<file path="config.mk">
export PLATFORM = sky130hd
export DESIGN_NAME = reset_switch_ctrl
export DESIGN_NICKNAME = d
export VERILOG_FILES = /design/src/rtl/rst_ctrl_pkg.sv /design/src/rtl/rst_cycle_counter.sv /design/src/rtl/reset_switch_ctrl.sv
export SDC_FILE = /design/constraint.sdc
export NUM_CORES = 1
export LEC_CHECK = 0
export ABC_AREA = 0
export CAP_MARGIN = 20
export CORE_UTILIZATION = 41
export DETAILED_ROUTE_END_ITERATION = 16
export SYNTH_ARGS = -nofsm -noshare
export SYNTH_HDL_FRONTEND = slang
export SYNTH_SLANG_ARGS = --single-unit
</file>
<file path="constraint.sdc">
create_clock -name CLK -period 2.2 [get_ports CLK]
set_clock_uncertainty 0.2 [all_clocks]
set_input_delay 0.55 -clock CLK [delete_from_list [all_inputs] [get_ports CLK]]
set_output_delay 0.55 -clock CLK [all_outputs]
set_load 0.005 [all_outputs]
</file>
<file path="src/rtl/rst_ctrl_pkg.sv">
// Shared definitions for the reset source switch controller:
// state encoding, counter width, parameter defaults and the registered output bundle.
package rst_ctrl_pkg;

    localparam int          CNT_W                 = 8;
    localparam int unsigned DEFAULT_SETTLE_CYCLES = 2;
    localparam int unsigned DEFAULT_HOLD_CYCLES   = 8;

    typedef enum logic [2:0] {
        ST_INIT   = 3'd0,
        ST_IDLE   = 3'd1,
        ST_ASSERT = 3'd2,
        ST_SWITCH = 3'd3,
        ST_HOLD   = 3'd4
    } state_t;

    typedef struct packed {
        logic select;
        logic select_enable;
        logic force_rst;
        logic cur_sel;
        logic req_ready;
        logic busy;
    } ctrl_out_t;

    localparam ctrl_out_t RESET_OUT = '{
        select:        1'b0,
        select_enable: 1'b0,
        force_rst:     1'b1,
        cur_sel:       1'b0,
        req_ready:     1'b0,
        busy:          1'b1
    };

endpackage

</file>
<file path="src/rtl/rst_cycle_counter.sv">
// Down-counter that times the ASSERT and HOLD phases: loaded with N-1 on
// state entry, counts down and parks at zero.
module rst_cycle_counter
    import rst_ctrl_pkg::*;
(
    input  logic             CLK,
    input  logic             RST,
    input  logic             load,
    input  logic [CNT_W-1:0] load_value,
    output logic [CNT_W-1:0] value,
    output logic             zero
);

    // NOTE: sequential state uses non-blocking assignments so every flop samples pre-edge values.
    always_ff @(posedge CLK or posedge RST) begin
        if (RST) begin
            value <= '0;
        end else if (load) begin
            value <= load_value;
        end else if (!zero) begin
            value <= value - CNT_W'(1);
        end
    end

    assign zero = (value == '0);

endmodule

</file>
<file path="src/rtl/reset_switch_ctrl.sv">
// Glitch-safe reset source switch: holds the target domain in reset around a
// one-cycle select strobe. Every output is a flop loaded from the next-state decode.
module reset_switch_ctrl
    import rst_ctrl_pkg::*;
#(
    parameter int unsigned SETTLE_CYCLES = DEFAULT_SETTLE_CYCLES,
    parameter int unsigned HOLD_CYCLES   = DEFAULT_HOLD_CYCLES
) (
    input  logic CLK,
    input  logic RST,
    input  logic REQ_VALID,
    input  logic REQ_SEL,
    output logic REQ_READY,
    output logic SELECT,
    output logic SELECT_ENABLE,
    output logic FORCE_RST,
    output logic CUR_SEL,
    output logic BUSY
);

    state_t           state;
    state_t           next_state;
    ctrl_out_t        out_d;
    ctrl_out_t        out_q;
    logic             target;
    logic             accept;
    logic             cnt_load;
    logic [CNT_W-1:0] cnt_load_value;
    logic [CNT_W-1:0] cnt_value;
    logic             cnt_zero;

    assign accept = REQ_VALID && out_q.req_ready;

    always_ff @(posedge CLK or posedge RST) begin
        if (RST) begin
            state <= ST_INIT;
        end else begin
            state <= next_state;
        end
    end

    always_ff @(posedge CLK or posedge RST) begin
        if (RST) begin
            target <= 1'b0;
        end else if (accept && (REQ_SEL != out_q.cur_sel)) begin
            target <= REQ_SEL;
        end
    end

    // INIT is entered with the strobe low (reset value); it leaves only once its strobe cycle has been shown.
    always_comb begin
        next_state = state;
        unique case (state)
            ST_INIT:   if (out_q.select_enable) next_state = ST_IDLE;
            ST_IDLE:   if (accept && (REQ_SEL != out_q.cur_sel)) next_state = ST_ASSERT;
            ST_ASSERT: if (cnt_zero) next_state = ST_SWITCH;
            ST_SWITCH: next_state = ST_HOLD;
            ST_HOLD:   if (cnt_zero) next_state = ST_IDLE;
            default:   next_state = ST_INIT;
        endcase
    end

    always_comb begin
        cnt_load       = (next_state != state);
        cnt_load_value = '0;
        if (next_state == ST_ASSERT) begin
            cnt_load_value = CNT_W'(SETTLE_CYCLES - 1);
        end else if (next_state == ST_HOLD) begin
            cnt_load_value = CNT_W'(HOLD_CYCLES - 1);
        end
    end

    rst_cycle_counter u_counter (
        .CLK        (CLK),
        .RST        (RST),
        .load       (cnt_load),
        .load_value (cnt_load_value),
        .value      (cnt_value),
        .zero       (cnt_zero)
    );

    // NOTE: every field gets a default before the case, so no path leaves a latch behind.
    always_comb begin
        out_d.select        = out_q.select;
        out_d.select_enable = 1'b0;
        out_d.force_rst     = 1'b1;
        out_d.cur_sel       = out_q.cur_sel;
        out_d.req_ready     = 1'b0;
        out_d.busy          = 1'b1;
        unique case (next_state)
            ST_INIT: begin
                out_d.select        = 1'b0;
                out_d.select_enable = 1'b1;
                out_d.cur_sel       = 1'b0;
            end
            ST_IDLE: begin
                out_d.force_rst = 1'b0;
                out_d.req_ready = 1'b1;
                out_d.busy      = 1'b0;
            end
            ST_SWITCH: begin
                out_d.select        = target;
                out_d.select_enable = 1'b1;
            end
            ST_HOLD: begin
                if (state == ST_SWITCH) out_d.cur_sel = target;
            end
            default: ;
        endcase
    end

    always_ff @(posedge CLK or posedge RST) begin
        if (RST) begin
            out_q <= RESET_OUT;
        end else begin
            out_q <= out_d;
        end
    end

    assign REQ_READY     = out_q.req_ready;
    assign SELECT        = out_q.select;
    assign SELECT_ENABLE = out_q.select_enable;
    assign FORCE_RST     = out_q.force_rst;
    assign CUR_SEL       = out_q.cur_sel;
    assign BUSY          = out_q.busy;

endmodule

</file>
==> impl_metrics.csv <==
group,metric,value,unit
timing,relSlewSlack,73.7,%
power_and_ir_drop,power.density,1520,nW/µm²
final_layout,fillCellCount,219,
clock_network,cts_tree,"yes",
yosys,yosysTopAreaCellShare,40.6,%
yosys,syn_inst,111,
clock_network,cts.clk_slew.worst_paths,0.10,ns
final_layout,num_antenna_cells,0,
yosys,synth_cell_type_count,37,
clock_network,numCtsBuffers,3,
final_layout,design_area,1170,µm²
yosys,synth_area_leaders,"dfrtp_1 (41%), o21ai_0 (5.6%), nor2_1 (4.6%), xnor2_1 (4.4%), nand2_1 (3.4%)",
die,row_count,17,
yosys,yosysMostFrequentCell,"dfrtp_1",
detailed_routing,antenna_left,0,
global_routing,grt_pass1_wl,3420,µm
worst_setup_path,start_kind,"register",
timing,fmax,485,MHz
worst_setup_path,reg2reg_slack,0.17,ns
flow_run,maxCapViolCount,0,
place,dp_hpwl,1440,µm
final_layout,multi_input_area,508,µm²
final_layout,finalNetCount,132,
timing,fin_crit,2.06,ns
timing,hold_viol,0,
yosys,synth_edf_count,0,
clock_network,cts.sinks,17,
worst_setup_path,cp_num_buf_inv,1,
yosys,yosys_warnings,0,
timing,tns,0,ns
die,dieHeight,51.0,µm
worst_setup_path,max_stage_delay,0.53,ns
power_and_ir_drop,peakVddDrop,0.754,mV
timing,worst_pin_slew,0.391,ns
worst_setup_path,critical_path_class,"register to primary output",
yosys,async_reset_ff_share,100,%
global_routing,antenna_found_initial,0,
global_routing,grt_pass1_vias,803,
die,dieArea,2610,µm²
place,routabilityCongestion,0.860,
yosys,synth_area,986,µm²
outcome,status,"finished, final reports clean",
detailed_routing,drtPass1Iterations,4,
yosys,synth.avg_cell_area,8.88,µm²
clock_network,htreeDepth,1,
yosys,synth_area_leader_cell,"dfrtp_1",
detailed_routing,drtIter0Drc,8,
detailed_routing,drc,0,
timing,rsz0062_at_grt,"false",
final_layout,area_growth,18.5,%
place,placed_cells_incl_taps,150,
detailed_routing,wl,2010,µm
clock_network,ctsHoldBuffers,0,
timing,holdWs,0.368,ns
worst_setup_path,crit_required,1.45,ns
final_layout,ff_latch_area,427,µm²
timing,finalCritPeriodShare,93.7,%
clock_network,postCtsResizedCells,0,
place,port_buffers,9,
min_path,hold_path.class,"input port to async pin",
final_layout,drive_gt1_share,14.3,%
global_routing,overflow,0,
detailed_routing,wl_per_cell,13.0,µm
worst_setup_path,cp_cell_sequence,"clkdlybuf4s50_1",
worst_setup_path,crit_arrival,1.31,ns
die,die_x,51.0,µm
power_and_ir_drop,leakagePower,0.000509,µW
worst_setup_path,critPathTopFamily,"flip-flops",
global_routing,grt_usage,18.0,%
timing,setup_violations,0,
global_routing,grt_max_degree,18,
clock_network,clockRootBuffer,"clkbuf_4",
clock_network,clock_path_buffers,2,
detailed_routing,num_vias,838,
clock_network,cts_setup_buffers,0,
power_and_ir_drop,power,1770,µW
clock_network,insertion_delay,0.29,ns
place,place_area,1130,µm²
timing,slew_viol_final,0,
die,core,2230,µm²
worst_setup_path,slowest_stage,"dfstp_2",
yosys,ys.flop_type,"dfrtp_1",
die,io_pins,10,
yosys,netlist_top_cells_count,"dfrtp_1 (16), nor2_1 (12), o21ai_0 (11)",
yosys,syn_nets,116,
worst_setup_path,worstPathMaxFanout,2,
final_layout,layoutNonFillerInstCount,154,
yosys,ys_seq_area_share,43.3,%
die,start_util,44.1,%
detailed_routing,vias_per_cell,5.44,
yosys,synth-seq-cells,17,
worst_setup_path,endpoint_kind,"primary output",
-- worst paths after layout --
kind                                                start                              to  cells past startpoint
setup reg to reg           u_counter.value[0]$_DFFE_PP0P_              SELECT$_DFFE_PP0P_                      7
hold reg to reg                       CUR_SEL$_DFFE_PP0P_              target$_DFFE_PP0P_                      1
max in group asynchronous                             RST                  BUSY$_DFF_PP1_                      3
min in group CLK                      CUR_SEL$_DFFE_PP0P_              target$_DFFE_PP0P_                      1
setup / recovery                           BUSY$_DFF_PP1_                            BUSY                      1
hold / removal                                        RST  u_counter.value[1]$_DFFE_PP0P_                      3
-- layout make-up --
type,instances,area share [%]
clock buffers,4,2.25
inverters,8,2.57
repair buffers,16,12.2
well taps,28,3.00
flip-flops and latches,17,36.5
multi-input cells,81,43.5
-- stage by stage --
| stage | util, % | worst slack (ns) |
|---|---|---|
| finish | 52.3 | 0.139 |
| detailed placement | 50.5 | -0.0386 |
| floorplan | - | 0.183 |
| global placement | 50.5 | 0.0214 |
| CTS | 51.7 | 0.00589 |
| global route | 52.3 | 0.0572 |
-- cells in the final DEF, fill, tap and decap left out, drive strengths merged, types with 2 or more instances in the layout --
cell type,count
nor2,13
o21ai,15
dfrtp,16
buf,7
nand2,10
a31oi,2
nor3,5
clkbuf,4
nor4,2
xnor2,5
nor2b,2
mux2i,2
a21boi,2
clkdlybuf4s50,9
nand3,2
inv,8
or4,2
a21oi,7
-- state kept, by name (all words and copies together) (netlist names) --
signal and cells:
u_counter.value 8, CUR_SEL 1, SELECT_ENABLE 1, state 3, REQ_READY 1, SELECT 1
target 1, BUSY 1
-- where the power goes --
part / total (µW) / internal (µW) / switching, µW
Clock: 168 / 70.6 / 97.1
Combinational: 1050 / 504 / 548
Sequential: 554 / 441 / 113
Total: 1770 / 1020 / 758
-- per-layer routing --
layer | GRT usage [%] | up-vias | wire length (µm)
met5 | 0 | - | 0
li1 | - | 420 | -
met4 | 11.6 | 0 | 53
met3 | 2.68 | 7 | 39
met2 | 29.2 | 10 | 975
met1 | 22.0 | 401 | 940
-- kinds of logic (layout without fill, tap and decap cells) --
group | Yosys count | in the layout | synth area share (%)
AO/OA/AOI/OAI | 32 | 32 | 20.1
flip-flops | 17 | 17 | 43.3
AND/OR/NAND/NOR | 40 | 40 | 21.4
buffers and inverters | 13 | 28 | 6.60
multiplexers | 2 | 2 | 2.03
XOR/XNOR | 6 | 6 | 5.33
adder cells (fa/ha/maj) | 1 | 1 | 1.27
Note: power is estimated with default switching activity, not from simulation.
